==> src/rtl/pipe_pkg.sv <==
// Shared definitions for the LoongArch pipeline: bus widths, bus layouts
// and the bit positions of the load-op and exception-op fields.
package pipe_pkg;

   localparam int ES_BUS_W  = 178;
   localparam int MS_BUS_W  = 172;
   localparam int FWD_BUS_W = 39;

   // ld_op = {ld_b, ld_bu, ld_h, ld_hu, ld_w}
   localparam int LD_W  = 0;
   localparam int LD_HU = 1;
   localparam int LD_H  = 2;
   localparam int LD_BU = 3;
   localparam int LD_B  = 4;

   // exc_op bit positions (bit 0 flags a misaligned access)
   localparam int EXC_ALE = 0;
   localparam int EXC_W   = 4;

   // Execute-to-memory bus, MSB first
   typedef struct packed {
      logic [EXC_W-1:0] exc_op;
      logic [31:0]      rj;
      logic [31:0]      rkd;
      logic [33:0]      csr_data;
      logic [4:0]       ld_op;
      logic             res_from_mem;
      logic             gr_we;
      logic [4:0]       dest;
      logic [31:0]      result;
      logic [31:0]      pc;
   } es_bus_t;

   // Memory-to-write-back bus, MSB first
   typedef struct packed {
      logic [EXC_W-1:0] exc_op;
      logic [31:0]      rj;
      logic [31:0]      rkd;
      logic [33:0]      csr_data;
      logic             gr_we;
      logic [4:0]       dest;
      logic [31:0]      final_result;
      logic [31:0]      pc;
   } ms_bus_t;

endpackage

==> src/rtl/load_align.sv <==
// Picks the addressed byte/halfword out of a load word and sign- or
// zero-extends it according to the one-hot load opcode.
module load_align
   import pipe_pkg::*;
(
   input  logic [4:0]  ld_op,
   input  logic [1:0]  a,
   input  logic [31:0] rdata,
   output logic [31:0] aligned_load
);

   logic [7:0]  byteSel;
   logic [15:0] halfSel;

   // Lane selection and extension; a full word is the fallback
   always_comb begin
      case (a)
         2'd0:    byteSel = rdata[7:0];
         2'd1:    byteSel = rdata[15:8];
         2'd2:    byteSel = rdata[23:16];
         default: byteSel = rdata[31:24];
      endcase
      halfSel = a[1] ? rdata[31:16] : rdata[15:0];
      aligned_load = rdata;
      if (ld_op[LD_B]) begin
         aligned_load = {{24{byteSel[7]}}, byteSel};
      end else if (ld_op[LD_BU]) begin
         aligned_load = {24'b0, byteSel};
      end else if (ld_op[LD_H]) begin
         aligned_load = {{16{halfSel[15]}}, halfSel};
      end else if (ld_op[LD_HU]) begin
         aligned_load = {16'b0, halfSel};
      end
   end

endmodule

==> src/rtl/mem_stage.sv <==
// Memory stage of the five-stage pipeline: registers the execute bus,
// aligns synchronous SRAM load data and hands results to write-back.
// Optional macro MEM_LOAD_HOLD_EN builds the read-data hold used when
// write-back stalls a load past its single valid rdata cycle.
module mem_stage
   import pipe_pkg::*;
#(
   parameter int ES_BUS_W = pipe_pkg::ES_BUS_W,
   parameter int MS_BUS_W = pipe_pkg::MS_BUS_W
)(
   input  logic                 clk,
   input  logic                 resetn,
   input  logic                 ws_allowin,
   output logic                 ms_allowin,
   input  logic                 es_to_ms_valid,
   input  logic [ES_BUS_W-1:0]  es_to_ms_bus,
   input  logic [31:0]          data_sram_rdata,
   output logic                 ms_to_ws_valid,
   output logic [MS_BUS_W-1:0]  ms_to_ws_bus,
   output logic [FWD_BUS_W-1:0] ms_fwd_bus,
   output logic                 mem_ex,
   input  logic                 wb_ex,
   input  logic                 wb_ertn
);

   es_bus_t     msBus_q;
   logic        msValid_q;
   logic        flush;
   logic        accept;
   logic        excAny;
   logic        grWeEff;
   logic [31:0] loadWord;
   logic [31:0] alignedLoad;
   logic [31:0] finalResult;
   ms_bus_t     wsBus;

   assign flush      = wb_ex | wb_ertn;
   assign ms_allowin = !msValid_q || ws_allowin;
   assign accept     = es_to_ms_valid && ms_allowin;

   // Stage valid: flush wins over accepting a new instruction
   always_ff @(posedge clk or negedge resetn) begin
      if (!resetn) begin
         msValid_q <= 1'b0;
      end else if (flush) begin
         msValid_q <= 1'b0;
      end else if (ms_allowin) begin
         msValid_q <= es_to_ms_valid;
      end
   end

   // Pipeline register for the execute bus
   always_ff @(posedge clk or negedge resetn) begin
      if (!resetn) begin
         msBus_q <= '0;
      end else if (accept) begin
         msBus_q <= es_to_ms_bus;
      end
   end

`ifdef MEM_LOAD_HOLD_EN
   logic        firstCyc_q;
   logic        holdVld_q;
   logic        holdVld_d;
   logic [31:0] holdData_q;
   logic [31:0] holdData_d;
   logic        capture;
   logic        leave;

   assign capture = firstCyc_q && msValid_q && !ws_allowin && msBus_q.res_from_mem;
   assign leave   = msValid_q && ws_allowin;

   // Hold next state: keep the first-cycle rdata when the load stalls
   always_comb begin
      holdVld_d  = holdVld_q;
      holdData_d = holdData_q;
      if (flush) begin
         holdVld_d = 1'b0;
      end else if (capture) begin
         holdVld_d  = 1'b1;
         holdData_d = data_sram_rdata;
      end else if (leave) begin
         holdVld_d = 1'b0;
      end
   end

   // Hold registers and the first-cycle marker
   always_ff @(posedge clk or negedge resetn) begin
      if (!resetn) begin
         firstCyc_q <= 1'b0;
         holdVld_q  <= 1'b0;
         holdData_q <= '0;
      end else begin
         firstCyc_q <= accept;
         holdVld_q  <= holdVld_d;
         holdData_q <= holdData_d;
      end
   end

   assign loadWord = holdVld_q ? holdData_q : data_sram_rdata;
`else
   assign loadWord = data_sram_rdata;
`endif

   load_align u_load_align (
      .ld_op        (msBus_q.ld_op),
      .a            (msBus_q.result[1:0]),
      .rdata        (loadWord),
      .aligned_load (alignedLoad)
   );

   assign finalResult = msBus_q.res_from_mem ? alignedLoad : msBus_q.result;
   assign excAny      = |msBus_q.exc_op;
   assign grWeEff     = msBus_q.gr_we && !excAny;

   // Assemble the write-back bus; an excepting instruction never writes a GPR
   always_comb begin
      wsBus.exc_op       = msBus_q.exc_op;
      wsBus.rj           = msBus_q.rj;
      wsBus.rkd          = msBus_q.rkd;
      wsBus.csr_data     = msBus_q.csr_data;
      wsBus.gr_we        = grWeEff;
      wsBus.dest         = msBus_q.dest;
      wsBus.final_result = finalResult;
      wsBus.pc           = msBus_q.pc;
   end

   assign ms_to_ws_bus   = wsBus;
   assign ms_to_ws_valid = msValid_q;
   assign mem_ex         = msValid_q && excAny;
   assign ms_fwd_bus     = {msValid_q, grWeEff, msBus_q.dest, finalResult};

endmodule

==> config.mk <==
export PLATFORM = sky130hd
export DESIGN_NAME = mem_stage
export DESIGN_NICKNAME = d
export VERILOG_FILES = /design/src/rtl/pipe_pkg.sv /design/src/rtl/load_align.sv /design/src/rtl/mem_stage.sv
export SDC_FILE = /design/constraint.sdc
export NUM_CORES = 1
export LEC_CHECK = 0
export ABC_CLOCK_PERIOD_IN_PS = 3800
export BUFFER_PORTS_ARGS = -buffer_cell sky130_fd_sc_hd__buf_2
export CELL_PAD_IN_SITES_DETAIL_PLACEMENT = 1
export CELL_PAD_IN_SITES_GLOBAL_PLACEMENT = 2
export CORE_MARGIN = 1.5
export CORE_UTILIZATION = 27
export CTS_CLUSTER_DIAMETER = 200
export DETAILED_ROUTE_END_ITERATION = 8
export GPL_ROUTABILITY_DRIVEN = 0
export PLACE_DENSITY_LB_ADDON = 0.1
export SYNTH_ARGS = -nofsm -noshare
export SYNTH_HDL_FRONTEND = slang
export SYNTH_HIERARCHICAL = 1
export SYNTH_SLANG_ARGS = --single-unit
==> constraint.sdc <==
create_clock -name clk -period 3.8 [get_ports clk]
set_clock_uncertainty 0.1 [all_clocks]
set_input_delay 1.14 -clock clk [delete_from_list [all_inputs] [get_ports clk]]
set_output_delay 1.14 -clock clk [all_outputs]
set_load 0.005 [all_outputs]
==> flow_results.xml, run 1 <==
<?xml version="1.0" encoding="UTF-8"?>
<metrics>
  <group name="timing">
    <metric name="finalWorstPathRequiredPeriod" unit="ns">3.89</metric>
    <metric name="finalSetupViolations" unit="">32</metric>
    <metric name="peak_freq" unit="MHz">257</metric>
    <metric name="finalHoldWorstSlack" unit="ns">0.400</metric>
    <metric name="post-route-worst-setup-slack" unit="ns">-0.0865</metric>
    <metric name="timing_hold_violations_final" unit="">0</metric>
    <metric name="worst_pin_slew" unit="ns">0.825</metric>
    <metric name="maxSlewHeadroom" unit="">0.450</metric>
    <metric name="finalCritPeriodShare" unit="">1.02</metric>
    <metric name="timing_max_transition_violations_final" unit="">0</metric>
    <metric name="rsz0062_at_grt" unit="">yes</metric>
  </group>
  <group name="worst_setup_path">
    <metric name="critical_path.reg2reg.startpoint" unit="">ms_to_ws_valid$_DFFE_PN0P_</metric>
    <metric name="critPathLaunchType" unit="">input pin</metric>
    <metric name="critical_path.endpoint_type" unit="">output port</metric>
    <metric name="critical_path_peak_fanout" unit="">8</metric>
    <metric name="cp_data_arrival_time" unit="ns">2.65</metric>
    <metric name="critical-path-slowest-cell" unit="">sky130_fd_sc_hd__a222oi_1</metric>
    <metric name="worst_path_largest_cell_delay" unit="ns">0.33</metric>
    <metric name="crit_startpoint" unit="">data_sram_rdata[23]</metric>
    <metric name="timing.critical_path.cells" unit="">buf_6 &gt; mux2_4 &gt; a222oi_1 &gt; buf_4 &gt; buf_12 &gt; nand2_2 &gt; mux2_4 &gt; buf_6</metric>
    <metric name="critPathKind" unit="">input pin to output port</metric>
    <metric name="crit_required" unit="ns">2.56</metric>
  </group>
  <group name="floorplan">
    <metric name="floorplan.die.height" unit="um">191</metric>
    <metric name="design.core.area" unit="um2">34600</metric>
    <metric name="i_o_pin_count" unit="">430</metric>
    <metric name="row_count" unit="">68</metric>
    <metric name="initial_core_util" unit="">0.275</metric>
    <metric name="dieWidth" unit="um">191</metric>
    <metric name="die_area" unit="um2">36400</metric>
  </group>
  <group name="layout">
    <metric name="highest_count_cells_in_the_layout_ignoring_fill_and_taps" unit="">sky130_fd_sc_hd__buf_2, sky130_fd_sc_hd__dfrtp_1, sky130_fd_sc_hd__mux2_4</metric>
    <metric name="flow.area_growth_from_synthesis" unit="%">24.1</metric>
    <metric name="post_route_design_area" unit="um2">11800</metric>
    <metric name="post_route_cells_drive_above_1_share" unit="">0.728</metric>
    <metric name="fillers" unit="">3837</metric>
    <metric name="layout.cells.most_common" unit="">sky130_fd_sc_hd__buf_2</metric>
    <metric name="layout.nets" unit="">1203</metric>
    <metric name="antenna_cells_inserted" unit="">0</metric>
    <metric name="final_non_filler_cell_total" unit="">1454</metric>
  </group>
  <group name="clock_tree">
    <metric name="cts_sinks" unit="">178</metric>
    <metric name="hold_buffers" unit="">0</metric>
    <metric name="tritoncts" unit="">yes</metric>
    <metric name="clk_pin_slew" unit="ns">0.07</metric>
    <metric name="clock_tree.htree_level_count" unit="">4</metric>
    <metric name="insertion_delay" unit="ns">0.44</metric>
    <metric name="root_buffer" unit="">sky130_fd_sc_hd__clkbuf_16</metric>
    <metric name="cts_inserted_buffers" unit="">17</metric>
    <metric name="clockBufferDepth" unit="">2</metric>
  </group>
  <group name="drt">
    <metric name="wl" unit="mm">27.8</metric>
    <metric name="antenna_violating_nets_remaining" unit="">0</metric>
    <metric name="drt_drc_violations_left" unit="">0</metric>
    <metric name="count_of_tritonroute_iterations_in_the_first_routing_pass" unit="">4</metric>
    <metric name="detail_route.iter0.violations" unit="">191</metric>
    <metric name="route.detailed.vias_per_inst" unit="">4.21</metric>
    <metric name="wl_per_cell" unit="um">19.1</metric>
    <metric name="num_vias" unit="">6120</metric>
  </group>
  <group name="place">
    <metric name="detailed_place_hpwl" unit="mm">20.9</metric>
    <metric name="numPlacedInstances" unit="">1419</metric>
    <metric name="dpl_cell_area" unit="um2">11000</metric>
    <metric name="dp_worst_setup_slack" unit="ns">-0.202</metric>
    <metric name="io_buffers" unit="">428</metric>
  </group>
  <group name="global_route">
    <metric name="grt_util_met1" unit="">0.177</metric>
    <metric name="grt_usage" unit="">0.151</metric>
    <metric name="grt_pass1_vias" unit="">6595</metric>
    <metric name="antenna_found_initial" unit="">3</metric>
    <metric name="global_route_wire_length_before_repair" unit="mm">40.6</metric>
    <metric name="groute.layer.met3.usage" unit="">0.0532</metric>
    <metric name="global_route.overflow_total" unit="">0</metric>
    <metric name="pin_count_of_the_biggest_net_entering_global_routing" unit="">65</metric>
    <metric name="grt_busiest_layer" unit="">met2</metric>
    <metric name="globalRouteMet2Util" unit="">0.255</metric>
  </group>
  <group name="pwr">
    <metric name="power.density" unit="nW/um2">463</metric>
    <metric name="power.ir.vdd_worst" unit="uV">315</metric>
    <metric name="power.leakage" unit="nW">5.94</metric>
  </group>
  <group name="hold_path">
    <metric name="min_from" unit="">ms_to_ws_bus[22]$_DFFE_PN0P_</metric>
    <metric name="worstHoldPathType" unit="">flop to flop</metric>
  </group>
  <group name="status">
    <metric name="status" unit="">complete, but fails checks</metric>
    <metric name="failed_checks" unit="">setup timing</metric>
  </group>
  <group name="logic_synthesis">
    <metric name="syn_nets" unit="">936</metric>
    <metric name="synth_cell_area" unit="um2">9530</metric>
    <metric name="synthesis.yosys.warnings" unit="">6</metric>
    <metric name="netlist_instances" unit="">720</metric>
    <metric name="synth.avg_cell_area" unit="um2">13.2</metric>
  </group>
  <group name="flow_run">
    <metric name="max_cap_viol" unit="">0</metric>
  </group>
</metrics>
## sequential cells by signal, indices dropped and copies added, names as in the netlist
name	cells
ms_to_ws_valid	1
msBus_q	38
ms_to_ws_bus	134
ms_fwd_bus	5
## timing repair
item | CTS | global route
pin swaps | 1 | 1
endpoints found under the setup margin | 32 | 48
buffers inserted | 2 | 1
resized for setup | 27 | 26
gates cloned | 1 | 0
## routing by layer
layer  routed length (um)  part of all wire
met3                 2150             0.077
met5                   37            0.0013
met2                13900              0.50
met4                  355             0.013
met1                11300              0.41
## metrics by stage
| stage | total power, W | utilization | TNS, ns |
|---|---|---|---|
| floorplan | 0.00329 | - | -2.25 |
| global placement | 0.00359 | 0.316 | -5.00 |
| detailed placement | 0.00360 | 0.316 | -5.59 |
| CTS | 0.00554 | 0.337 | -1.76 |
| global route | 0.00578 | 0.341 | -4.14 |
| finish | 0.00548 | 0.341 | -2.44 |
## power breakdown
| part | switching [W] | internal, W | leakage [nW] |
|---|---|---|---|
| Sequential | 0.000134 | 0.00211 | 2.08 |
| Combinational | 0.000576 | 0.000833 | 3.59 |
| Clock | 0.000826 | 0.000995 | 0.278 |
## worst max-delay path: cells and delay by family
kind | cells | cell delay [ns]
buffers and inverters | 4 | 0.57
multiplexers | 2 | 0.54
AO/OA/AOI/OAI | 1 | 0.33
AND/OR/NAND/NOR | 1 | 0.05
## worst paths after layout
path	endpoint	slack [ns]	cells after the start
min in group asynchronous	ms_to_ws_bus[149]$_DFFE_PN0P_	0.45	1
min	ms_to_ws_bus[22]$_DFFE_PN0P_	0.40	1
max reg2reg	ms_to_ws_bus[85]$_DFFE_PN0P_	1.88	4
max in group asynchronous	ms_to_ws_bus[94]$_DFFE_PN0P_	2.38	2
max	ms_fwd_bus[25]	-0.09	8
min reg2reg	ms_to_ws_bus[22]$_DFFE_PN0P_	0.40	1
## final cells by class
type                       instances  area (um2)  share of cell area
tap                              455         569              0.0481
inverter                           1        3.75            0.000317
clock buffer                      18         439              0.0371
multi-input combinational        331        3550               0.301
clock inverter                    13         153              0.0129
timing repair buffer             458        2650               0.224
sequential                       178        4450               0.377
Note: power is estimated with default switching activity, not from simulation.
==> run 2, diff against run 1 <==
--- a/config.mk
+++ b/config.mk
@@ -5,12 +5,12 @@
 export SDC_FILE = /design/constraint.sdc
 export NUM_CORES = 1
 export LEC_CHECK = 0
-export ABC_CLOCK_PERIOD_IN_PS = 3800
+export ABC_CLOCK_PERIOD_IN_PS = 3600
 export BUFFER_PORTS_ARGS = -buffer_cell sky130_fd_sc_hd__buf_2
 export CELL_PAD_IN_SITES_DETAIL_PLACEMENT = 1
 export CELL_PAD_IN_SITES_GLOBAL_PLACEMENT = 2
-export CORE_MARGIN = 1.5
-export CORE_UTILIZATION = 27
+export CORE_MARGIN = 8
+export CORE_UTILIZATION = 30
 export CTS_CLUSTER_DIAMETER = 200
 export DETAILED_ROUTE_END_ITERATION = 8
 export GPL_ROUTABILITY_DRIVEN = 0
==> constraint.sdc (replaced) <==
create_clock -name clk -period 3.6 [get_ports clk]
set_clock_uncertainty 0.1 [all_clocks]
set_input_delay 1.08 -clock clk [delete_from_list [all_inputs] [get_ports clk]]
set_output_delay 1.08 -clock clk [all_outputs]
set_load 0.005 [all_outputs]
==> flow_results.xml, run 2 (synthesis gave the netlist of run 1 again) <==
<?xml version="1.0" encoding="UTF-8"?>
<metrics>
  <group name="status">
    <metric name="status" unit="">complete, but fails checks</metric>
    <metric name="failed_checks" unit="">setup timing</metric>
  </group>
  <group name="worst_setup_path">
    <metric name="timing.critical_path.cells" unit="">buf_6 &gt; mux2_4 &gt; a222oi_1 &gt; buf_4 &gt; buf_8 &gt; nand2_1 &gt; mux2_4 &gt; buf_6</metric>
    <metric name="worst_path_largest_cell_delay" unit="ns">0.31</metric>
    <metric name="critPathKind" unit="">input pin to output port</metric>
    <metric name="setup.reg_to_reg.worst_slack" unit="ns">1.72</metric>
    <metric name="crit_required" unit="ns">2.42</metric>
    <metric name="cp_data_arrival_time" unit="ns">2.57</metric>
    <metric name="critical_path.reg2reg.startpoint" unit="">ms_to_ws_valid$_DFFE_PN0P_</metric>
    <metric name="timing.rr.end" unit="">ms_to_ws_bus[0]$_DFFE_PN0P_</metric>
    <metric name="critical-path-slowest-cell" unit="">sky130_fd_sc_hd__a222oi_1</metric>
    <metric name="r2r_cells" unit="">4</metric>
    <metric name="critical_path_peak_fanout" unit="">8</metric>
    <metric name="critical_path.endpoint_type" unit="">output port</metric>
    <metric name="critPathLaunchType" unit="">input pin</metric>
  </group>
  <group name="global_route">
    <metric name="pin_count_of_the_biggest_net_entering_global_routing" unit="">78</metric>
    <metric name="grt_usage" unit="">0.161</metric>
    <metric name="global_route_wire_length_before_repair" unit="mm">46.2</metric>
    <metric name="global_route.overflow_total" unit="">0</metric>
    <metric name="grt_pass1_vias" unit="">7250</metric>
    <metric name="antenna_found_initial" unit="">8</metric>
  </group>
  <group name="hold_path">
    <metric name="min_from" unit="">ms_to_ws_bus[144]$_DFFE_PN0P_</metric>
    <metric name="worstHoldPathType" unit="">flop to flop</metric>
    <metric name="holdPathStages" unit="">1</metric>
    <metric name="holdPathEnd" unit="">ms_to_ws_bus[144]$_DFFE_PN0P_</metric>
  </group>
  <group name="flow_run">
    <metric name="max_cap_viol" unit="">0</metric>
  </group>
  <group name="clock_tree">
    <metric name="hold_buffers" unit="">0</metric>
    <metric name="cts_sinks" unit="">178</metric>
    <metric name="clk_pin_slew" unit="ns">0.07</metric>
    <metric name="clockBufferDepth" unit="">2</metric>
    <metric name="tritoncts" unit="">yes</metric>
    <metric name="clock_tree.htree_level_count" unit="">4</metric>
    <metric name="root_buffer" unit="">sky130_fd_sc_hd__clkbuf_16</metric>
    <metric name="cts_inserted_buffers" unit="">17</metric>
    <metric name="insertion_delay" unit="ns">0.43</metric>
  </group>
  <group name="drt">
    <metric name="drt_drc_violations_left" unit="">0</metric>
    <metric name="route.detailed.vias_per_inst" unit="">4.43</metric>
    <metric name="detail_route.iter0.violations" unit="">151</metric>
    <metric name="count_of_tritonroute_iterations_in_the_first_routing_pass" unit="">4</metric>
    <metric name="wl" unit="mm">30.2</metric>
    <metric name="num_vias" unit="">6213</metric>
    <metric name="antenna_violating_nets_remaining" unit="">0</metric>
    <metric name="wl_per_cell" unit="um">21.5</metric>
  </group>
  <group name="timing">
    <metric name="worst_pin_slew" unit="ns">0.547</metric>
    <metric name="finalCritPeriodShare" unit="">1.04</metric>
    <metric name="rsz0062_at_grt" unit="">yes</metric>
    <metric name="finalSetupViolations" unit="">48</metric>
    <metric name="final.setup.tns" unit="ns">-4.74</metric>
    <metric name="finalWorstPathRequiredPeriod" unit="ns">3.75</metric>
    <metric name="timing_max_transition_violations_final" unit="">0</metric>
    <metric name="timing_hold_violations_final" unit="">0</metric>
    <metric name="post-route-worst-setup-slack" unit="ns">-0.151</metric>
    <metric name="maxSlewHeadroom" unit="">0.635</metric>
    <metric name="peak_freq" unit="MHz">267</metric>
  </group>
  <group name="layout">
    <metric name="flow.area_growth_from_synthesis" unit="%">24.1</metric>
    <metric name="layout.cells.most_common" unit="">sky130_fd_sc_hd__buf_2</metric>
    <metric name="highest_count_cells_in_the_layout_ignoring_fill_and_taps" unit="">sky130_fd_sc_hd__buf_2, sky130_fd_sc_hd__dfrtp_1, sky130_fd_sc_hd__mux2_4</metric>
    <metric name="post_route_cells_drive_above_1_share" unit="">0.733</metric>
    <metric name="layout.nets" unit="">1198</metric>
    <metric name="fillers" unit="">3451</metric>
    <metric name="flip_flop_count_of_the_largest_register_all_copies_and_words_added" unit="">134</metric>
  </group>
  <group name="floorplan">
    <metric name="dieWidth" unit="um">194</metric>
    <metric name="die_area" unit="um2">37700</metric>
    <metric name="row_count" unit="">65</metric>
    <metric name="i_o_pin_count" unit="">430</metric>
    <metric name="floorplan.die.height" unit="um">194</metric>
    <metric name="initial_core_util" unit="">0.304</metric>
    <metric name="design.core.area" unit="um2">31400</metric>
  </group>
  <group name="pwr">
    <metric name="power.leakage" unit="nW">6.01</metric>
    <metric name="power.density" unit="nW/um2">489</metric>
    <metric name="power.ir.vdd_worst" unit="uV">331</metric>
  </group>
  <group name="place">
    <metric name="dp_worst_setup_slack" unit="ns">-0.267</metric>
    <metric name="detailed_place_hpwl" unit="mm">23.5</metric>
    <metric name="io_buffers" unit="">428</metric>
  </group>
</metrics>
## run 2: worst max path at each step
stage / from / to / slack (ns) / depth (start not counted)
2_1_floorplan: data_sram_rdata[23] / ms_to_ws_bus[52] / -0.24 / 6
3_3_place_gp: data_sram_rdata[31] / ms_fwd_bus[31] / -0.28 / 7
3_5_place_dp: data_sram_rdata[31] / ms_fwd_bus[23] / -0.27 / 7
4_1_cts: data_sram_rdata[23] / ms_fwd_bus[23] / -0.15 / 8
5_1_grt: data_sram_rdata[23] / ms_to_ws_bus[52] / -0.23 / 8
6_report: data_sram_rdata[23] / ms_fwd_bus[21] / -0.15 / 8
## run 2: worst max-delay path, delay by kind of cell
| family | cells | cell delay, ns |
|---|---|---|
| multiplexers | 2 | 0.55 |
| buffers and inverters | 4 | 0.57 |
| AO/OA/AOI/OAI | 1 | 0.31 |
| AND/OR/NAND/NOR | 1 | 0.06 |
## run 2: layout make-up
cell class / count / area [um2] / area share
diodes: 4 / 10.0 / 0.000847
repair buffers: 453 / 2650 / 0.224
flip-flops and latches: 178 / 4450 / 0.377
clock buffers: 19 / 453 / 0.0383
multi-input cells: 331 / 3620 / 0.306
inverters: 1 / 3.75 / 0.000317
clock inverters: 13 / 128 / 0.0108
well taps: 402 / 503 / 0.0425
## run 2: routing by layer
metal  vias to the layer above  part of all wire  GRT usage
met5                         -            0.0019          0
met4                        10             0.020     0.0492
met3                        40             0.090     0.0736
met2                       244              0.51      0.279
met1                      3112              0.38      0.173
li1                       2807                 -          -
## run 2: repair_timing
action / 4_1_cts / 5_1_grt
gates resized for setup: 36 / 36
setup endpoints to repair: 48 / 52
setup buffers: 2 / 0
cloned: 1 / 0
pin swaps: 2 / 1
## run 2: report_power, final
part | internal (W) | switching (W) | total (W)
registers | 0.00223 | 0.000136 | 0.00237
clock network | 0.00100 | 0.000863 | 0.00187
logic | 0.000909 | 0.000639 | 0.00155
total | 0.00414 | 0.00164 | 0.00578
## run 2: metrics by stage
step | cells | total power [W] | utilization | instance area, um2 | hold WS, ns
3_5_place_dp | 1362 | 0.00382 | 0.346 | 10900 | 0.376
4_1_cts | 1397 | 0.00583 | 0.370 | 11600 | 0.394
2_1_floorplan | 720 | 0.00348 | - | 9630 | 0.365
5_1_grt | 1398 | 0.00612 | 0.376 | 11800 | 0.414
6_report | 1401 | 0.00578 | 0.377 | 11800 | 0.389
3_3_place_gp | 1362 | 0.00380 | 0.346 | 10900 | 0.370
==> run 3, diff against run 2 <==
--- a/config.mk
+++ b/config.mk
@@ -5,12 +5,12 @@
 export SDC_FILE = /design/constraint.sdc
 export NUM_CORES = 1
 export LEC_CHECK = 0
-export ABC_CLOCK_PERIOD_IN_PS = 3600
+export ABC_CLOCK_PERIOD_IN_PS = 4800
 export BUFFER_PORTS_ARGS = -buffer_cell sky130_fd_sc_hd__buf_2
 export CELL_PAD_IN_SITES_DETAIL_PLACEMENT = 1
 export CELL_PAD_IN_SITES_GLOBAL_PLACEMENT = 2
 export CORE_MARGIN = 8
-export CORE_UTILIZATION = 30
+export CORE_UTILIZATION = 32
 export CTS_CLUSTER_DIAMETER = 200
 export DETAILED_ROUTE_END_ITERATION = 8
 export GPL_ROUTABILITY_DRIVEN = 0
==> constraint.sdc (replaced) <==
create_clock -name clk -period 4.8 [get_ports clk]
set_clock_uncertainty 0.1 [all_clocks]
set_input_delay 1.44 -clock clk [delete_from_list [all_inputs] [get_ports clk]]
set_output_delay 1.44 -clock clk [all_outputs]
set_load 0.005 [all_outputs]
==> flow_results.xml, run 3 (synthesis gave the netlist of run 1 again) <==
<?xml version="1.0" encoding="UTF-8"?>
<metrics>
  <group name="clock_tree">
    <metric name="cts_setup_buffers" unit="">0</metric>
    <metric name="root_buffer" unit="">sky130_fd_sc_hd__clkbuf_16</metric>
    <metric name="tritoncts" unit="">yes</metric>
    <metric name="cts_sinks" unit="">178</metric>
    <metric name="clockBufferDepth" unit="">2</metric>
    <metric name="insertion_delay" unit="ns">0.43</metric>
    <metric name="post_cts.resized_instances" unit="">0</metric>
    <metric name="cts_inserted_buffers" unit="">17</metric>
    <metric name="clk_pin_slew" unit="ns">0.07</metric>
    <metric name="clock_tree.htree_level_count" unit="">4</metric>
    <metric name="hold_buffers" unit="">0</metric>
  </group>
  <group name="layout">
    <metric name="flow.area_growth_from_synthesis" unit="%">18.2</metric>
    <metric name="post-route-util" unit="">0.382</metric>
    <metric name="post_route_cells_drive_above_1_share" unit="">0.712</metric>
    <metric name="layout.cells.most_common" unit="">sky130_fd_sc_hd__buf_2</metric>
    <metric name="final_non_filler_cell_total" unit="">1374</metric>
    <metric name="flip_flop_count_of_the_largest_register_all_copies_and_words_added" unit="">134</metric>
    <metric name="highest_count_cells_in_the_layout_ignoring_fill_and_taps" unit="">sky130_fd_sc_hd__buf_2, sky130_fd_sc_hd__dfrtp_1, sky130_fd_sc_hd__mux2_2</metric>
    <metric name="layout.nets" unit="">1186</metric>
  </group>
  <group name="worst_setup_path">
    <metric name="timing.rr.end" unit="">ms_to_ws_bus[9]$_DFFE_PN0P_</metric>
    <metric name="r2r_cells" unit="">4</metric>
    <metric name="setup.reg_to_reg.worst_slack" unit="ns">2.81</metric>
    <metric name="critical_path.endpoint_type" unit="">output port</metric>
    <metric name="crit_required" unit="ns">3.26</metric>
    <metric name="critPathLaunchType" unit="">input pin</metric>
    <metric name="endpoint" unit="">ms_fwd_bus[31]</metric>
    <metric name="crit_startpoint" unit="">data_sram_rdata[31]</metric>
    <metric name="critical_path.reg2reg.startpoint" unit="">ms_to_ws_valid$_DFFE_PN0P_</metric>
    <metric name="cp_data_arrival_time" unit="ns">3.03</metric>
    <metric name="critical_path_peak_fanout" unit="">16</metric>
    <metric name="critPathKind" unit="">input pin to output port</metric>
  </group>
  <group name="timing">
    <metric name="maxSlewHeadroom" unit="">0.466</metric>
    <metric name="final.setup.tns" unit="ns">0</metric>
    <metric name="finalWorstPathRequiredPeriod" unit="ns">4.57</metric>
    <metric name="finalSetupViolations" unit="">0</metric>
    <metric name="worst_pin_slew" unit="ns">0.801</metric>
    <metric name="timing_max_transition_violations_final" unit="">0</metric>
    <metric name="timing_hold_violations_final" unit="">0</metric>
    <metric name="rsz0062_at_grt" unit="">no</metric>
    <metric name="finalCritPeriodShare" unit="">0.952</metric>
    <metric name="peak_freq" unit="MHz">219</metric>
  </group>
  <group name="global_route">
    <metric name="globalRouteMet2Util" unit="">0.280</metric>
    <metric name="grt_busiest_layer" unit="">met2</metric>
    <metric name="global_route_wire_length_before_repair" unit="mm">45.0</metric>
    <metric name="groute.layer.met3.usage" unit="">0.0734</metric>
    <metric name="pin_count_of_the_biggest_net_entering_global_routing" unit="">81</metric>
    <metric name="grt_pass1_vias" unit="">6962</metric>
    <metric name="antenna_found_initial" unit="">7</metric>
    <metric name="grt_util_met1" unit="">0.188</metric>
    <metric name="grt_usage" unit="">0.164</metric>
    <metric name="global_route.overflow_total" unit="">0</metric>
  </group>
  <group name="pwr">
    <metric name="power.density" unit="nW/um2">370</metric>
    <metric name="power.ir.vdd_worst" unit="uV">209</metric>
    <metric name="power.leakage" unit="nW">5.72</metric>
  </group>
  <group name="drt">
    <metric name="route.detailed.vias_per_inst" unit="">4.42</metric>
    <metric name="count_of_tritonroute_iterations_in_the_first_routing_pass" unit="">4</metric>
    <metric name="antenna_violating_nets_remaining" unit="">0</metric>
    <metric name="drt_drc_violations_left" unit="">0</metric>
    <metric name="wl" unit="mm">29.0</metric>
    <metric name="detail_route.iter0.violations" unit="">180</metric>
    <metric name="wl_per_cell" unit="um">21.1</metric>
    <metric name="num_vias" unit="">6067</metric>
  </group>
  <group name="floorplan">
    <metric name="row_count" unit="">63</metric>
    <metric name="floorplan.die.height" unit="um">189</metric>
    <metric name="die_area" unit="um2">35600</metric>
    <metric name="initial_core_util" unit="">0.323</metric>
    <metric name="i_o_pin_count" unit="">430</metric>
    <metric name="design.core.area" unit="um2">29500</metric>
    <metric name="dieWidth" unit="um">189</metric>
  </group>
  <group name="place">
    <metric name="numPlacedInstances" unit="">1341</metric>
    <metric name="detailed_place_hpwl" unit="mm">22.4</metric>
    <metric name="io_buffers" unit="">428</metric>
  </group>
  <group name="hold_path">
    <metric name="worstHoldPathType" unit="">flop to flop</metric>
  </group>
  <group name="flow_run">
    <metric name="max_cap_viol" unit="">0</metric>
  </group>
  <group name="status">
    <metric name="status" unit="">finished, final reports clean</metric>
  </group>
</metrics>
[run 3: cell types whose count changed in the layout (fill, tap and decap cells not counted), moves of 7 or more]
cell and change:
sky130_fd_sc_hd__nand2_2 -7, sky130_fd_sc_hd__buf_4 -7, sky130_fd_sc_hd__mux2_4 -25, sky130_fd_sc_hd__nand3_2 -8, sky130_fd_sc_hd__buf_2 +38, sky130_fd_sc_hd__nand2_1 +7, sky130_fd_sc_hd__nand3_1 +8, sky130_fd_sc_hd__buf_6 -40
sky130_fd_sc_hd__mux2_2 +25
[run 3: worst min path at each step]
| stage | from | end | slack [ns] | cells after the start |
|---|---|---|---|---|
| 5_1_grt | msBus_q[35]$_DFFE_PN0P_ | msBus_q[35]$_DFFE_PN0P_ | 0.41 | 1 |
| 6_report | ms_to_ws_bus[144]$_DFFE_PN0P_ | ms_to_ws_bus[144]$_DFFE_PN0P_ | 0.39 | 1 |
| 4_1_cts | ms_to_ws_bus[144]$_DFFE_PN0P_ | ms_to_ws_bus[144]$_DFFE_PN0P_ | 0.40 | 1 |
| 2_1_floorplan | ms_to_ws_bus[144]$_DFFE_PN0P_ | ms_to_ws_bus[144]$_DFFE_PN0P_ | 0.37 | 1 |
| 3_3_place_gp | ms_to_ws_bus[156]$_DFFE_PN0P_ | ms_to_ws_bus[156]$_DFFE_PN0P_ | 0.37 | 1 |
| 3_5_place_dp | ms_to_ws_bus[144]$_DFFE_PN0P_ | ms_to_ws_bus[144]$_DFFE_PN0P_ | 0.38 | 1 |
[run 3: metrics by stage]
stage          total power, W  setup WS, ns  hold slack (ns)  area, um2
3_3_place_gp          0.00282         0.255            0.369      10700
2_1_floorplan         0.00257         0.227            0.365       9530
5_1_grt               0.00441         0.103            0.414      11300
4_1_cts               0.00426         0.218            0.398      11300
3_5_place_dp          0.00283         0.223            0.380      10700
6_report              0.00416         0.231            0.394      11300
[run 3: cell type report]
cell class / instances / area (um2)
timing repair buffer: 441 / 2280
tap: 390 / 488
sequential: 178 / 4450
clock buffer: 18 / 439
antenna: 1 / 2.50
clock inverter: 14 / 138
fill: 3240 / 18200
inverter: 1 / 3.75
multi-input combinational: 331 / 3460
[run 3: routing by layer]
metal  vias up  part of all wire
li1       2780                 -
met1      2996              0.39
met2       253              0.50
met3        26             0.090
met4        12             0.011
met5         -            0.0028
[run 3: where the power goes]
group / total [W] / switching, W / internal (W) / leakage [nW]
Clock: 0.00139 / 0.000688 / 0.000705 / 0.272
Combinational: 0.00100 / 0.000448 / 0.000556 / 3.37
Sequential: 0.00177 / 0.0000962 / 0.00167 / 2.08
[run 3: worst max-delay path: stages]
cell,delay [ns]
sky130_fd_sc_hd__buf_2,0.13
sky130_fd_sc_hd__mux2_4,0.28
sky130_fd_sc_hd__a222oi_1,0.33
sky130_fd_sc_hd__buf_4,0.30
sky130_fd_sc_hd__nand2_1,0.10
sky130_fd_sc_hd__mux2_2,0.31
sky130_fd_sc_hd__buf_2,0.14
